File: src/rtl/muldiv_pkg.sv
// Shared definitions for the EX-stage RV32M multiply/divide unit.
//   XLEN        : operand/result width
//   op_e        : funct3 encodings of the M-extension ops
//   IDLE/BUSY/FIN : controller state encodings
//   DIV0_QUOT, INT_MIN : special-case result constants
package muldiv_pkg;

  localparam int unsigned XLEN = 32;

  typedef enum logic [2:0] {
    OP_MUL    = 3'd0,
    OP_MULH   = 3'd1,
    OP_MULHSU = 3'd2,
    OP_MULHU  = 3'd3,
    OP_DIV    = 3'd4,
    OP_DIVU   = 3'd5,
    OP_REM    = 3'd6,
    OP_REMU   = 3'd7
  } op_e;

  localparam logic [1:0] IDLE = 2'd0;
  localparam logic [1:0] BUSY = 2'd1;
  localparam logic [1:0] FIN  = 2'd2;

  localparam logic [31:0] DIV0_QUOT = 32'hFFFF_FFFF;
  localparam logic [31:0] INT_MIN   = 32'h8000_0000;

  // funct3[2] separates divide/remainder from multiply
  function automatic logic op_is_div(op_e op);
    return op[2];
  endfunction

endpackage

File: src/rtl/ex_muldiv_unit_if.sv
// Request/response bundle between the ID/EX pipeline register and the
// multiply/divide unit.
//   master : pipeline side (drives start, flush, op, a, b, rd_in)
//   slave  : unit side (drives busy, done, result, rd_out)
interface ex_muldiv_unit_if;
  import muldiv_pkg::*;

  logic            start;
  logic            flush;
  logic [2:0]      op;
  logic [XLEN-1:0] a;
  logic [XLEN-1:0] b;
  logic [4:0]      rd_in;
  logic            busy;
  logic            done;
  logic [XLEN-1:0] result;
  logic [4:0]      rd_out;

  modport master (
    output start, flush, op, a, b, rd_in,
    input  busy, done, result, rd_out
  );

  modport slave (
    input  start, flush, op, a, b, rd_in,
    output busy, done, result, rd_out
  );

endinterface

File: src/rtl/muldiv_sign_fix.sv
// Final result formation for the multiply/divide unit (combinational).
//   raw    : unsigned magnitude result; {hi, lo} product or {rem, quot}
//   sign_a : dividend/multiplicand sign (already zero for unsigned operands)
//   sign_b : divisor/multiplier sign (already zero for unsigned operands)
//   op     : funct3 of the operation
//   result : 32-bit architectural result
module muldiv_sign_fix #(
  parameter int unsigned XLEN = 32
) (
  input  logic [2*XLEN-1:0] raw,
  input  logic              sign_a,
  input  logic              sign_b,
  input  muldiv_pkg::op_e   op,
  output logic [XLEN-1:0]   result
);
  import muldiv_pkg::*;

  logic [2*XLEN-1:0] prod;
  logic [XLEN-1:0]   quot;
  logic [XLEN-1:0]   rem;

  always_comb begin
    prod   = (sign_a ^ sign_b) ? -raw : raw;
    quot   = (sign_a ^ sign_b) ? -raw[XLEN-1:0] : raw[XLEN-1:0];
    // Remainder follows the dividend's sign
    rem    = sign_a ? -raw[2*XLEN-1:XLEN] : raw[2*XLEN-1:XLEN];
    result = '0;
    case (op)
      OP_MUL:                      result = prod[XLEN-1:0];
      OP_MULH, OP_MULHSU, OP_MULHU: result = prod[2*XLEN-1:XLEN];
      OP_DIV, OP_DIVU:             result = quot;
      default:                     result = rem;
    endcase
  end

endmodule

File: src/rtl/ex_muldiv_unit.sv
// Iterative RV32M multiply/divide unit for the EX stage.
// Radix-2 shift/add multiply and restoring divide on operand magnitudes,
// with sign correction applied once at completion. Divide-by-zero and
// signed overflow finish straight from IDLE without iterating.
//   clk   : rising-edge clock
//   reset : asynchronous, active-high
//   bus   : request (start, flush, op, a, b, rd_in) and
//           response (busy, done, result, rd_out)
module ex_muldiv_unit #(
  parameter int unsigned XLEN = 32,
  parameter int unsigned ITER = 32
) (
  input logic              clk,
  input logic              reset,
  ex_muldiv_unit_if.slave  bus
);
  import muldiv_pkg::*;

  localparam int unsigned CW = $clog2(ITER);

  logic [1:0]        state_q, state_d;
  op_e               op_q, op_d;
  logic              sign_a_q, sign_a_d;
  logic              sign_b_q, sign_b_d;
  logic [XLEN-1:0]   opa_q, opa_d;   // multiplier, or dividend/quotient shifter
  logic [XLEN-1:0]   opb_q, opb_d;   // multiplicand or divisor magnitude
  logic [2*XLEN-1:0] acc_q, acc_d;   // product, or {rem, -} for divide
  logic [CW-1:0]     count_q, count_d;
  logic [XLEN-1:0]   result_q, result_d;
  logic [4:0]        rd_q, rd_d;

  // Accept-side decode
  op_e             op_in;
  logic            sgn_a_in, sgn_b_in;
  logic [XLEN-1:0] abs_a, abs_b;
  logic            div_zero, div_ovf;
  logic [XLEN-1:0] special_res;

  always_comb begin
    op_in    = op_e'(bus.op);
    sgn_a_in = (op_in inside {OP_MULH, OP_MULHSU, OP_DIV, OP_REM}) && bus.a[XLEN-1];
    sgn_b_in = (op_in inside {OP_MULH, OP_DIV, OP_REM}) && bus.b[XLEN-1];
    abs_a    = sgn_a_in ? -bus.a : bus.a;
    abs_b    = sgn_b_in ? -bus.b : bus.b;
    div_zero = op_is_div(op_in) && (bus.b == '0);
    div_ovf  = (op_in inside {OP_DIV, OP_REM}) && (bus.a == INT_MIN) && (bus.b == '1);
    // funct3[1] selects the remainder flavour among divides
    if (div_zero) begin
      special_res = op_in[1] ? bus.a : DIV0_QUOT;
    end else begin
      special_res = op_in[1] ? '0 : INT_MIN;
    end
  end

  // One radix-2 step of each datapath
  logic [XLEN:0]     mul_sum;
  logic [2*XLEN-1:0] mul_acc;
  logic [XLEN:0]     rem_sh;
  logic [XLEN:0]     diff;
  logic              q_bit;
  logic [XLEN-1:0]   new_rem;
  logic [XLEN-1:0]   div_opa;
  logic [2*XLEN-1:0] raw;
  logic [XLEN-1:0]   fixed_res;

  always_comb begin
    mul_sum = {1'b0, acc_q[2*XLEN-1:XLEN]} + (opa_q[0] ? {1'b0, opb_q} : '0);
    mul_acc = {mul_sum, acc_q[XLEN-1:1]};
    rem_sh  = {acc_q[2*XLEN-1:XLEN], opa_q[XLEN-1]};
    diff    = rem_sh - {1'b0, opb_q};
    q_bit   = ~diff[XLEN];
    new_rem = q_bit ? diff[XLEN-1:0] : rem_sh[XLEN-1:0];
    div_opa = {opa_q[XLEN-2:0], q_bit};
    // Result of the step being taken this cycle, so the last step feeds the fix-up directly
    raw     = op_is_div(op_q) ? {new_rem, div_opa} : mul_acc;
  end

  muldiv_sign_fix #(
    .XLEN (XLEN)
  ) u_sign_fix (
    .raw    (raw),
    .sign_a (sign_a_q),
    .sign_b (sign_b_q),
    .op     (op_q),
    .result (fixed_res)
  );

  always_comb begin
    state_d  = state_q;
    op_d     = op_q;
    sign_a_d = sign_a_q;
    sign_b_d = sign_b_q;
    opa_d    = opa_q;
    opb_d    = opb_q;
    acc_d    = acc_q;
    count_d  = count_q;
    result_d = result_q;
    rd_d     = rd_q;

    case (state_q)
      IDLE: begin
        if (bus.start && !bus.flush) begin
          op_d     = op_in;
          rd_d     = bus.rd_in;
          sign_a_d = sgn_a_in;
          sign_b_d = sgn_b_in;
          opa_d    = abs_a;
          opb_d    = abs_b;
          acc_d    = '0;
          count_d  = '0;
          if (div_zero || div_ovf) begin
            result_d = special_res;
            state_d  = FIN;
          end else begin
            state_d  = BUSY;
          end
        end
      end
      BUSY: begin
        if (op_is_div(op_q)) begin
          acc_d = {new_rem, acc_q[XLEN-1:0]};
          opa_d = div_opa;
        end else begin
          acc_d = mul_acc;
          opa_d = opa_q >> 1;
        end
        count_d = count_q + 1'b1;
        if (count_q == CW'(ITER - 1)) begin
          result_d = fixed_res;
          state_d  = FIN;
        end
      end
      FIN:     state_d = IDLE;
      default: state_d = IDLE;
    endcase

    if (bus.flush) begin
      state_d = IDLE;
    end
  end

  always_ff @(posedge clk or posedge reset) begin
    if (reset) begin
      state_q  <= IDLE;
      op_q     <= OP_MUL;
      sign_a_q <= 1'b0;
      sign_b_q <= 1'b0;
      opa_q    <= '0;
      opb_q    <= '0;
      acc_q    <= '0;
      count_q  <= '0;
      result_q <= '0;
      rd_q     <= '0;
    end else begin
      state_q  <= state_d;
      op_q     <= op_d;
      sign_a_q <= sign_a_d;
      sign_b_q <= sign_b_d;
      opa_q    <= opa_d;
      opb_q    <= opb_d;
      acc_q    <= acc_d;
      count_q  <= count_d;
      result_q <= result_d;
      rd_q     <= rd_d;
    end
  end

  // Stall is raised in the accept cycle itself so ID/EX holds the operands
  assign bus.busy   = (state_q == BUSY) || ((state_q == IDLE) && bus.start);
  assign bus.done   = (state_q == FIN) && !bus.flush;
  assign bus.result = result_q;
  assign bus.rd_out = rd_q;

endmodule
File: src/flat_wrapper.sv
// flat-port wrapper written by rule: the top's interface ports become plain ports
module ex_muldiv_unit_flat import muldiv_pkg::*;
#(
  parameter int unsigned XLEN = 32,
  parameter int unsigned ITER = 32
)
  (clk, reset, bus_start, bus_flush, bus_op, bus_a, bus_b, bus_rd_in, bus_busy, bus_done, bus_result, bus_rd_out);
  ex_muldiv_unit_if bus_i ();
  input logic clk;
  input logic reset;
  input wire logic [$bits(bus_i.start)-1:0] bus_start;
  input wire logic [$bits(bus_i.flush)-1:0] bus_flush;
  input wire logic [$bits(bus_i.op)-1:0] bus_op;
  input wire logic [$bits(bus_i.a)-1:0] bus_a;
  input wire logic [$bits(bus_i.b)-1:0] bus_b;
  input wire logic [$bits(bus_i.rd_in)-1:0] bus_rd_in;
  output wire logic [$bits(bus_i.busy)-1:0] bus_busy;
  output wire logic [$bits(bus_i.done)-1:0] bus_done;
  output wire logic [$bits(bus_i.result)-1:0] bus_result;
  output wire logic [$bits(bus_i.rd_out)-1:0] bus_rd_out;
  assign bus_i.start = bus_start;
  assign bus_i.flush = bus_flush;
  assign bus_i.op = bus_op;
  assign bus_i.a = bus_a;
  assign bus_i.b = bus_b;
  assign bus_i.rd_in = bus_rd_in;
  assign bus_busy = bus_i.busy;
  assign bus_done = bus_i.done;
  assign bus_result = bus_i.result;
  assign bus_rd_out = bus_i.rd_out;
  ex_muldiv_unit #(.XLEN(XLEN), .ITER(ITER)) u_core (.clk(clk), .reset(reset), .bus(bus_i));
endmodule
File: config.mk
export PLATFORM = sky130hd
export DESIGN_NAME = ex_muldiv_unit_flat
export DESIGN_NICKNAME = d
export VERILOG_FILES = /design/src/rtl/muldiv_pkg.sv /design/src/rtl/ex_muldiv_unit_if.sv /design/src/rtl/muldiv_sign_fix.sv /design/src/rtl/ex_muldiv_unit.sv /design/src/flat_wrapper.sv
export SDC_FILE = /design/constraint.sdc
export NUM_CORES = 1
export LEC_CHECK = 0
export BUFFER_PORTS_ARGS = -buffer_cell sky130_fd_sc_hd__buf_2
export CELL_PAD_IN_SITES_DETAIL_PLACEMENT = 1
export CELL_PAD_IN_SITES_GLOBAL_PLACEMENT = 2
export CORE_MARGIN = 2
export CORE_UTILIZATION = 37
export DETAILED_ROUTE_END_ITERATION = 6
export GPL_TIMING_DRIVEN = 0
export PLACE_DENSITY = 0.88
export REMOVE_ABC_BUFFERS = 1
export SLEW_MARGIN = 30
export SYNTH_ARGS = -nofsm -noshare
export SYNTH_HDL_FRONTEND = slang
export SYNTH_SLANG_ARGS = --single-unit
File: constraint.sdc
create_clock -name clk -period 6.8 [get_ports clk]
set_clock_uncertainty 0.1 [all_clocks]
set_input_delay 1.36 -clock clk [delete_from_list [all_inputs] [get_ports clk]]
set_output_delay 1.36 -clock clk [all_outputs]
set_load 0.005 [all_outputs]
### Word-level counts from Yosys, hierarchy flattened

Cells that the tools add are included.

| storage, ports and cells | value |
|---|---|
| register bits after elaboration | 177 |
| input bits | 76 |
| output and inout port bits | 39 |
| logic and storage cells | 95 |

| operators by class | value |
|---|---|
| add/sub/neg operators | 8 |
| equal/unequal tests | 20 |
| muxes and demuxes | 29 |
| bitwise operators | 2 |
| reduce and logical (&&, ||, !) cells | 25 |

Operators by type and width:

| kind | number |
|---|---|
| 32-bit two-way mux | 14 |
| 64-bit two-way mux | 4 |
| 32-bit negation | 4 |
| 32-bit case mux with 2 select lines | 2 |
| 64-bit case mux with 2 select lines | 1 |
| 32-bit case mux with 3 select lines | 1 |
| 32-bit equality test, second input constant | 2 |
| 64-bit negation | 1 |
| 32-bit by 33-bit adder with 33-bit output | 1 |
| 33-bit by 32-bit subtractor with 33-bit output | 1 |
| 32-bit zero test | 1 |
| 3-bit equality test, second input constant | 4 |
| 5-bit case mux with 2 select lines | 1 |
| 3-bit by 2-bit equality test with 1-bit output, second input constant | 3 |
| 1-bit logical AND | 8 |
| 2-bit two-way mux | 4 |
| 3-bit by 1-bit equality test with 1-bit output, second input constant | 2 |
| 2-bit by 1-bit inequality test with 1-bit output, second input constant | 3 |
| 3-bit by 2-bit inequality test with 1-bit output, second input constant | 2 |
| 2-bit AND reduction | 3 |
| 5-bit by 1-bit adder with 5-bit output, second input constant | 1 |
| 5-bit equality test, second input constant | 1 |
| 5-bit two-way mux | 1 |
| 2-bit case mux with 2 select lines | 1 |
| other kinds (16) | 18 |

### Longest topological paths before layout

Gate-level depths: netlist of the first run.

| depth | value |
|---|---|
| word-level depth | 9 |
| mapped depth | 26 |
| depth with buffers taken out | 24 |

### By module

A second synthesis of the first run with hierarchy kept.

| second synthesis, totals | value |
|---|---|
| cell total of the unflattened synthesis | 2,190 |
| area, all modules | 17,076.4 um^2 |

By module, submodules not included:

| module | times used | cells each | area an instance (um^2) | sequential area each (um^2) |
|---|---|---|---|---|
| ex_muldiv_unit | 1 | 1,732 | 14,193.6 | 4,404.2 |
| muldiv_sign_fix | 1 | 458 | 2,882.8 | 0.0 |

### Worst setup path before layout of the first run

OpenSTA, ideal clock, no wires.

| path | value |
|---|---|
| path type | reg2reg |
| from | register u_core.opa_q[31] |
| to | register u_core.result_q[28] (netlist: u_core.bus.result[28]) |
| library setup time | 126 ps |
| arrival | 5,264 ps |
| data required time | 6,574 ps |
| setup slack | 1,310 ps |
| cell stages (with the launch flop) | 26 |
| buffers on the path | 4 |
| period minus slack after synthesis | 5,490 ps |
| path through | dfrtp_1 inv_1 ha_1 inv_1 fa_1 a211oi_1 o211a_1 or3_4 a21boi_4 o21ai_4 clkbuf_1 nand2_1 clkbuf_1 nand2_1 a31oi_1 inv_1 ha_1 o311ai_0 or3_1 buf_2 or4_4 buf_6 o31ai_1 xnor2_1 o221ai_1 a221o_1 |

| between the ends | value |
|---|---|
| word-level cells in the longest chain between the ends | 8 |
| elaborated cells on any way between the ends | 13 |
| those cells by class | add/sub: 4; mux: 8; bitwise: 1 |

Ends and longest elaborated chain:

| element | RTL line | text |
|---|---|---|
| start: declaration | ex_muldiv_unit.sv:25 | `logic [XLEN-1:0] opa_q, opa_d;` |
| start signal: assignment | ex_muldiv_unit.sv:159 | `opa_q <= opa_d;` |
| 33-bit by 32-bit subtractor with 33-bit output | ex_muldiv_unit.sv:70 | `diff = rem_sh - {1'b0, opb_q};` |
| 32-bit two-way mux or 1-bit NOT (tied branches) | ex_muldiv_unit.sv:72, ex_muldiv_unit.sv:71 |  |
| 64-bit two-way mux (*) | ex_muldiv_unit.sv:75 | `raw = op_is_div(op_q) ? {new_rem, div_opa} : mul_acc;` |
| 64-bit negation (tied with other cells) | muldiv_sign_fix.sv:23 | `prod = (sign_a ^ sign_b) ? -raw : raw;` |
| 64-bit two-way mux (tied with other cells) | muldiv_sign_fix.sv:23 |  |
| 32-bit case mux with 3 select lines (*) | muldiv_sign_fix.sv:28 | `case (op)` |
| 32-bit two-way mux (*) | ex_muldiv_unit.sv:128 | `if (count_q == CW'(ITER - 1)) begin` |
| 32-bit case mux with 2 select lines (*) | ex_muldiv_unit.sv:100 | `case (state_q)` |
| end signal: assignment | ex_muldiv_unit.sv:163 | `result_q <= result_d;` |
| end: declaration | ex_muldiv_unit.sv:29 | `logic [XLEN-1:0] result_q, result_d;` |

Mark *: on every way between the ends. The rest lies on a longest branch, timed or not. The select of a mux whose other input is x is not followed.
A chain may end at the register's enable or synchronous reset.

### Worst setup path in the final report of the first run

| path | value |
|---|---|
| from | register u_core.opa_q[31] |
| to | register u_core.result_q[19] (netlist: u_core.bus.result[19]) |

Same word-level chain as after synthesis.

==> qor.yml, run 1 <==
yosysTopAreaCell: "dfrtp_1"
io_pins: 115
netlist_area_um2: 17500
path_max_fanout: 14
worstSetupEndpointType: "flop"
nNetsFinal: 2463
grt_overflow: 0
multi_input_area_um2: 12400
slew_headroom_pct: 26.0
yosysWarnings: 0
cts_root_buffer: "clkbuf_16"
drt_iter0_drc: 1431
ant_nets: 0
grt_pass1_vias: 18900
syn2layout_area_growth_pct: 11.5
diodes: 0
route.detailed.drc: 0
wl_um: 70900
filler_cell_count: 5710
cp.arrival_ns: 6.96
coreArea_um2: 46600
hold_slack_ns: 0.377
grt_pass1_wl_um: 111000
clockPowerShare_pct: 11.2
clk_path_buf_depth: 2
irDropWorstVdd_mv: 0.185
async_flop_share_pct: 100
avgSynthCellArea_um2: 7.61
p_per_area_nw_per_um2: 487
power_frac_comb_pct: 69.7
start_util_pct: 37.5
ys_top_cells_by_area: "dfrtp_1 (25%), o21ai_0 (6.7%), xnor2_1 (5.9%)"
cap_violations: 0
die_width_um: 221
vias_per_cell: 6.29
cts_buffers: 17
cp.required_ns: 7.15
detail_route.wl_per_cell_um: 24.2
post-dp-hpwl_um: 54600
grt.total_usage_pct: 28.8
synth-edff-count: 0
drtPass1Iterations: 5
htree_num_levels: 4
rsz0062_at_grt: "no"
p_leak_nw: 8.02
fin_crit_sh_pct: 97.1
std_cell_rows: 79
ys.flop_type: "dfrtp_1"
synth_cell_types: 94
seq_power_share_pct: 19.1
synth_top_area_share_pct: 25.2
layout-drive-gt1-share_pct: 11.3
regArea_um2: 4410
switching_power_w: 0.00528
synth-seq-cells: 176
critPathKind: "flop to flop"
fin_crit_ns: 6.60
holdCritPathClass: "flop to flop"
vias: 18500
setup_viol: 0
path_clk_slew_ns: 0.08
cts_tree: "yes"
numClockSinks: 176
synth_seq_area_share_pct: 25.2
start_kind: "flop"
synthCells: 2295
clk_latency_ns: 0.51
hold_viol: 0
power_w: 0.00949
status: "finished, final reports clean"
port_buffers: 114
die_area_um2: 49000
intPower_w: 0.00421
timing.fmax_ghz: 0.151
swShare_pct: 55.6
dieHeight_um: 221
grt_start_max_net_pins: 77
antenna_found_initial: 1
gp_congestion: 0.948
worst_pin_slew_ns: 1.08
slew_viol_final: 0
==> worst paths after layout <==
path	from	to	slack, ns	cells after the start
max in group asynchronous	reset	u_core.opa_q[22]	4.80	4
min in group asynchronous	reset	u_core.opb_q[3]	0.71	2
min	u_core.bus.rd_out[1]	u_core.bus.rd_out[1]	0.38	2
min reg2reg	u_core.bus.rd_out[1]	u_core.bus.rd_out[1]	0.38	2
max reg2reg	u_core.opa_q[31]	u_core.bus.result[19]	0.20	18
max	u_core.opa_q[31]	u_core.bus.result[19]	0.20	18
==> routing by layer <==
metal / wire, µm / global-route usage, % / vias to the layer above / part of all wire, %
met2: 32700 / 46.6 / 519 / 46
met5: 13 / 0 / - / 0.018
met3: 3610 / 4.36 / 124 / 5.1
met4: 2310 / 10.5 / 2 / 3.3
met1: 32200 / 38.7 / 9326 / 45
li1: - / - / 8488 / -
==> critical path: stages, from the launching register on <==
cell and delay [ns]:
dfrtp_2 0.51, clkinvlp_4 0.22, ha_1 0.28, inv_1 0.07
fa_1 0.44, a211oi_2 0.31, o211a_1 0.26, nor3_1 0.10
o21ai_2 0.55, a21oi_4 0.18, buf_4 0.21, nor2_4 0.45
o2111ai_1 0.40, or4_1 0.77, nor2_1 0.57, nand4b_1 0.20
mux2i_1 0.16, a221oi_1 0.55, a211o_1 0.17
==> cells in the mapped netlist, types with 6 or more instances <==
| master | instances |
|---|---|
| a21boi_0 | 9 |
| a221oi_1 | 7 |
| o21ai_1 | 13 |
| a21o_1 | 23 |
| o41ai_1 | 8 |
| a31o_2 | 7 |
| inv_1 | 71 |
| a211oi_1 | 20 |
| nor2b_1 | 10 |
| xor2_1 | 79 |
| o221ai_1 | 19 |
| and2_1 | 41 |
| clkbuf_1 | 109 |
| nor4_1 | 11 |
| xnor2_1 | 117 |
| nor2_1 | 141 |
| and3_1 | 15 |
| mux2i_1 | 62 |
| nor3_1 | 62 |
| nor3b_1 | 8 |
| o21a_1 | 14 |
| nand3b_1 | 6 |
| buf_1 | 15 |
| or2_2 | 10 |
| nand4_1 | 29 |
| nand3_1 | 63 |
| o21ai_0 | 234 |
| a22o_1 | 33 |
| ha_1 | 71 |
| a31oi_1 | 38 |
| o31ai_2 | 6 |
| or3_1 | 19 |
| a21oi_1 | 191 |
| o211ai_1 | 54 |
| nand2_1 | 272 |
| o31ai_1 | 48 |
| or4_1 | 13 |
| o311ai_0 | 6 |
| nand2b_1 | 20 |
| buf_2 | 20 |
| o22ai_1 | 11 |
| dfrtp_1 | 176 |
| mux2_2 | 6 |
| a211o_1 | 6 |
==> cells in the final DEF (no fill, tap or decap), types with 63 or more instances in the layout <==
cell     instances
nand2_1        271
o21ai_0        234
a21oi_1        191
dfrtp_1        172
nor2_1         135
buf_2          122
xnor2_1        116
xor2_1          78
ha_1            71
inv_1           68
nand3_1         63
==> registers in the layout, indices dropped and copies added, names as in the netlist <==
name and count:
u_core.acc_q 63, u_core.bus.rd_out 5, u_core.bus.result 32, u_core.count_q 5, u_core.op_q 3, u_core.opa_q 32, u_core.opb_q 32, u_core.sign_a_q 1
u_core.sign_b_q 1, u_core.state_q 2
==> final cells by class <==
cell class              instances  area share [%]
clock buffers                  19            2.32
repair buffers                148            5.48
well taps                     607            3.90
inverters                      71            1.44
flip-flops and latches        176            22.6
multi-input cells            1900            63.5
clock inverters                13           0.738
==> power by group through the flow <==
stage	Sequential, W	Clock (W)	Combinational, W
after global placement	0.00187	0	0.00614
after detailed placement	0.00182	0	0.00641
after global routing	0.00186	0.00112	0.00718
after floorplan	0.00165	0	0.00445
after CTS	0.00181	0.00108	0.00648
final	0.00181	0.00106	0.00662
==> cells by family after synthesis <==
group / synth area share [%]
compound gates: 30.2
xor+xnor: 9.82
fa+ha+maj: 5.31
buf+inv: 4.98
flops: 25.2
mux: 3.94
simple gates: 20.5
==> repair_timing <==
| action | 4_1_cts | 5_1_grt |
|---|---|---|
| hold buffers | 0 | 0 |
| cloned | 0 | 0 |
| resized for setup | 5 | 5 |
| pin swaps | 2 | 2 |
| buffers inserted | 4 | 3 |
| setup endpoints to repair | 18 | 13 |
==> per-stage QoR <==
step	setup WS, ns	instances	cell area, µm²	utilization, %	setup TNS, ns
6_report	0.195	2934	19500	41.9	0
5_1_grt	0.0542	2934	19500	41.9	0
4_1_cts	0.0204	2931	19400	41.8	0
3_5_place_dp	-0.642	2895	18800	40.4	-3.71
3_3_place_gp	-8.63	2868	18200	39.1	-957.88
2_1_floorplan	-1.52	2147	16900	-	-52.72
Power figures use the tool's default switching activity.
==> run 2, diff against run 1 <==
--- a/config.mk
+++ b/config.mk
@@ -12,7 +12,7 @@
 export CORE_UTILIZATION = 37
 export DETAILED_ROUTE_END_ITERATION = 6
 export GPL_TIMING_DRIVEN = 0
-export PLACE_DENSITY = 0.88
+export PLACE_DENSITY = 0.8
 export REMOVE_ABC_BUFFERS = 1
 export SLEW_MARGIN = 30
 export SYNTH_ARGS = -nofsm -noshare
==> run 2 against run 1 <==
Compared with the run above: hold slack got worse by 0.0046 ns; cell count about the same; routed wire length is 1.2% higher; power grew 0.83%; critical path type unchanged; largest power group unchanged; highest routed layer is now met4.
==> qor.yml, run 2 (synthesis gave the netlist of run 1 again) <==
vias_per_cell: 6.22
timing.fmax_ghz: 0.152
start_kind: "flop"
worst_pin_slew_ns: 1.02
rsz0062_at_grt: "no"
power_w: 0.00957
slew_headroom_pct: 31.9
post-dp-hpwl_um: 55600
irDropWorstVdd_mv: 0.254
grt_start_max_net_pins: 80
worstSetupEndpointType: "flop"
vias: 18200
switching_power_w: 0.00525
rrSetupSlack_ns: 0.21
io_pins: 115
critPathKind: "flop to flop"
dieHeight_um: 221
grt_pass1_vias: 18400
wl_um: 71800
port_buffers: 114
hold_slack_ns: 0.372
path_max_fanout: 15
htree_num_levels: 4
p_per_area_nw_per_um2: 490
critPathBufInv: 3
diodes: 0
regMostFlops: "u_core.acc_q"
seq_power_share_pct: 19.0
setup_viol: 0
drtPass1Iterations: 5
cp.required_ns: 7.13
filler_cell_count: 5715
layout-drive-gt1-share_pct: 11.3
largest_register_ffs: 63
cts_buffers: 17
syn2layout_area_growth_pct: 11.7
nNetsFinal: 2462
grt_overflow: 0
die_area_um2: 49000
cts_hold_buffers: 0
swShare_pct: 54.9
route.detailed.drc: 0
multi_input_area_um2: 12400
std_cell_rows: 79
clk_latency_ns: 0.51
cts_root_buffer: "clkbuf_16"
cts_tree: "yes"
placedInstanceArea_um2: 18800
coreArea_um2: 46600
grt_pass1_wl_um: 112000
hold_viol: 0
holdCritPathClass: "flop to flop"
cp_top_family: "simple AND/OR/NAND/NOR gates"
slew_viol_final: 0
start_util_pct: 37.5
crit_chain: "clkinvlp_4 > ha_1 > inv_1 > fa_1 > a211oi_2 > o211a_1 > or3_4 > a21boi_4 > nor3_4 > or3_1 > a31oi_1 > inv_1 > ha_1 > o311ai_1 > or3_1 > or4_4 > or4_1 > a21oi_1 > o31ai_1 > a21oi_1"
final_cell_mix: "nand2_1 (271), o21ai_0 (234), a21oi_1 (191), dfrtp_1 (172), nor2_1 (135)"
slowest_delay_ns: 0.73
slowest_stage: "nor3_4"
power_frac_comb_pct: 68.9
p_leak_nw: 8.03
antenna_found_initial: 0
die_width_um: 221
path_clk_slew_ns: 0.08
final_util_pct: 41.9
regArea_um2: 4410
gp_congestion: 0.914
intPower_w: 0.00432
ant_nets: 0
clockPowerShare_pct: 12.2
fin_crit_sh_pct: 96.9
grt.total_usage_pct: 29.3
layout_commonest_cell: "nand2_1"
status: "finished, final reports clean"
fin_area_um2: 19500
detail_route.wl_per_cell_um: 24.5
fin_crit_ns: 6.59
cap_violations: 0
numClockSinks: 176
clk_path_buf_depth: 2
drt_iter0_drc: 1436
cp.arrival_ns: 6.93
## run 2: stage by stage
step | TNS, ns | cells | setup slack [ns]
3_5_place_dp | -5.74 | 2896 | -0.808
3_3_place_gp | -969.60 | 2868 | -8.35
2_1_floorplan | -52.72 | 2147 | -1.52
5_1_grt | 0 | 2933 | 0.0398
4_1_cts | 0 | 2931 | 0.0317
6_report | 0 | 2933 | 0.209
## run 2: worst paths after layout
check | start | endpoint | depth (start not counted)
setup / recovery | u_core.opa_q[31] | u_core.bus.result[30] | 20
hold / removal | u_core.bus.rd_out[0] | u_core.bus.rd_out[0] | 2
setup reg to reg | u_core.opa_q[31] | u_core.bus.result[30] | 20
hold reg to reg | u_core.bus.rd_out[0] | u_core.bus.rd_out[0] | 2
max in group asynchronous | reset | u_core.opa_q[31] | 4
min in group asynchronous | reset | u_core.bus.rd_out[3] | 2
## run 2: power groups by stage
stage | clock network, W | registers, W | logic (W)
final | 0.00116 | 0.00181 | 0.00659
after global routing | 0.00121 | 0.00186 | 0.00721
after CTS | 0.00118 | 0.00182 | 0.00651
after detailed placement | 0 | 0.00183 | 0.00644
after global placement | 0 | 0.00187 | 0.00618
after floorplan | 0 | 0.00165 | 0.00445
## run 2: layout make-up
class / count / area share, %
flip-flops and latches: 176 / 22.6
clock inverters: 13 / 1.01
repair buffers: 147 / 5.37
well taps: 607 / 3.89
multi-input cells: 1900 / 63.4
clock buffers: 19 / 2.32
inverters: 71 / 1.44
## run 2: worst register-to-register path, delay by kind of cell, from the launching register on
| family | cells | cell delay [ns] |
|---|---|---|
| AND/OR/NAND/NOR | 6 | 2.87 |
| buffers and inverters | 3 | 0.43 |
| AO/OA/AOI/OAI | 8 | 1.72 |
| adder cells (fa/ha/maj) | 3 | 0.90 |
| flip-flops | 1 | 0.51 |
## run 2: per-layer routing
metal	vias up	part of all wire (%)	global-route usage, %	wire (µm)
met3	80	5.8	5.38	4140
met4	0	2.8	9.83	1980
met5	-	0	0	0
met1	9217	46	40.2	33100
li1	8475	-	-	-
met2	473	45	46.4	32600
## run 2: what timing repair did
action | 4_1_cts | 5_1_grt
setup buffers | 3 | 2
gates resized for setup | 6 | 3
pin swaps | 3 | 1
endpoints found under the setup margin | 15 | 12
==> run 3, diff against run 2 <==
--- a/config.mk
+++ b/config.mk
@@ -12,7 +12,7 @@
 export CORE_UTILIZATION = 37
 export DETAILED_ROUTE_END_ITERATION = 6
 export GPL_TIMING_DRIVEN = 0
-export PLACE_DENSITY = 0.8
+export PLACE_DENSITY = 0.81
 export REMOVE_ABC_BUFFERS = 1
 export SLEW_MARGIN = 30
 export SYNTH_ARGS = -nofsm -noshare
==> run 3 against run 2 <==
Compared with the run above: cell count fell by 0.14%; global-route usage fell by 0.32 points; critical path depth rose by 3; non-clock buffer count fell by 2; maximum frequency rose by 0.48%; combinational power barely moved; core utilization fell by 0.11 points; clock power fell by 10%; first-iteration DRC count rose by 0.77%; sequential power barely moved; final area fell by 0.26%.
==> qor.yml, run 3 (synthesis gave the netlist of run 1 again) <==
status: "finished, final reports clean"
path_max_fanout: 10
hold-path-cell-count: 2
layout_commonest_cell: "nand2_1"
clk_latency_ns: 0.51
grt_pass1_vias: 18100
p_per_area_nw_per_um2: 484
rsz0062_at_grt: "no"
vias_per_cell: 6.25
reg2reg_from: "u_core.opa_q[31]"
diodes: 0
setup_ws_ns: 0.240
cap_violations: 0
critPathKind: "flop to flop"
slew_headroom_pct: 32.5
hp-start: "u_core.bus.rd_out[1]"
final_util_pct: 41.8
irDropWorstVdd_mv: 0.212
rr_worst_depth: 23
detail_route.wl_per_cell_um: 24.3
port_buffers: 114
largest_register_ffs: 63
die_area_um2: 49000
coreArea_um2: 46600
layout-drive-gt1-share_pct: 11.1
worstHoldEndpoint: "u_core.bus.rd_out[1]"
place_inst: 2895
hold_viol: 0
fin_crit_ns: 6.56
final_cell_mix: "nand2_1 (271), o21ai_0 (234), a21oi_1 (191), dfrtp_1 (172), nor2_1 (135)"
worst_pin_slew_ns: 1.01
ant_nets: 0
io_pins: 115
path_clk_slew_ns: 0.08
htree_num_levels: 4
cp.required_ns: 7.14
clk_path_buf_depth: 2
vias: 18300
p_leak_nw: 8.00
antenna_found_initial: 0
cp.arrival_ns: 6.90
die_width_um: 221
worstSetupEndpointType: "flop"
grt.total_usage_pct: 29.0
std_cell_rows: 79
nNetsFinal: 2460
grt_start_max_net_pins: 81
instances_no_fill: 2929
start_util_pct: 37.5
grt_pass1_wl_um: 111000
fin_crit_sh_pct: 96.5
timing.fmax_ghz: 0.152
place_worst_setup_slack_ns: -0.822
post-dp-hpwl_um: 55200
drtPass1Iterations: 7
setup_viol: 0
grt_overflow: 0
r2r_end: "u_core.bus.result[30]"
syn2layout_area_growth_pct: 11.4
cts_hold_buffers: 0
start_kind: "flop"
slew_viol_final: 0
wl_um: 71200
rrSetupSlack_ns: 0.24
cts_buffers: 17
regMostFlops: "u_core.acc_q"
route.detailed.drc: 0
drt_iter0_drc: 1447
gp_congestion: 0.961
cts_tree: "yes"
dieHeight_um: 221
numClockSinks: 176
power_w: 0.00943
holdCritPathClass: "flop to flop"
fin_setup_tns_ns: 0
cts_root_buffer: "clkbuf_16"
run 3: stage by stage:
step	area, µm²	hold WS (ns)
global route	19500	0.417
finish	19500	0.381
floorplan	16900	0.358
CTS	19400	0.385
detailed placement	18800	0.367
global placement	18200	0.359
run 3: repair_timing:
action / in CTS / in global routing
endpoints found under the hold margin: 0 / 0
resized for setup: 8 / 4
endpoints found under the setup margin: 18 / 13
pin swaps: 3 / 1
buffers inserted: 4 / 0
run 3: where the power goes:
part | leakage (nW) | total, W | switching (W) | internal, W
registers | 2.27 | 0.00181 | 0.000485 | 0.00132
logic | 5.45 | 0.00658 | 0.00423 | 0.00234
clock network | 0.271 | 0.00104 | 0.000500 | 0.000540
total | 8.00 | 0.00943 | 0.00522 | 0.00421
run 3: worst max path at each step:
stage / from / endpoint / cells past startpoint
6_report: u_core.opa_q[31] / u_core.bus.result[30] / 23
5_1_grt: u_core.opa_q[31] / u_core.bus.result[30] / 23
3_5_place_dp: u_core.opa_q[31] / u_core.bus.result[30] / 23
2_1_floorplan: u_core.op_q[2] / u_core.bus.result[28] / 10
4_1_cts: u_core.opa_q[31] / u_core.bus.result[30] / 23
3_3_place_gp: bus_flush / u_core.acc_q[3] / 4
run 3: final cells by class:
class | count | area [µm²]
fillers | 5715 | 27100
well taps | 607 | 759
inverters | 71 | 280
clock inverters | 11 | 133
repair buffers | 145 | 1060
multi-input cells | 1900 | 12400
clock buffers | 19 | 433
flip-flops and latches | 176 | 4410
run 3: critical path, stage by stage (launching register included):
cell	delay, ns
dfrtp_2	0.51
clkinvlp_4	0.22
ha_1	0.25
inv_1	0.07
fa_1	0.44
a211oi_2	0.31
o211a_1	0.27
or3_4	0.18
a21boi_4	0.13
o31ai_4	0.39
nor2_2	0.22
nor2_1	0.15
ha_1	0.24
o21ai_0	0.11
nor2_1	0.16
o21ai_0	0.28
nor3_2	0.37
nand2_1	0.14
or2_2	0.45
or4_4	0.52
or4_1	0.43
a21oi_1	0.18
o31ai_1	0.17
a21oi_1	0.17
run 3: routing by layer:
metal	track usage (%)	share of wire (%)	vias to the layer above	routed length [µm]
met1	39.7	46	9265	32600
li1	-	-	8474	-
met4	9.79	2.9	0	2030
met2	45.5	45	487	32300
met5	0	0	-	0
met3	5.96	6.0	74	4260
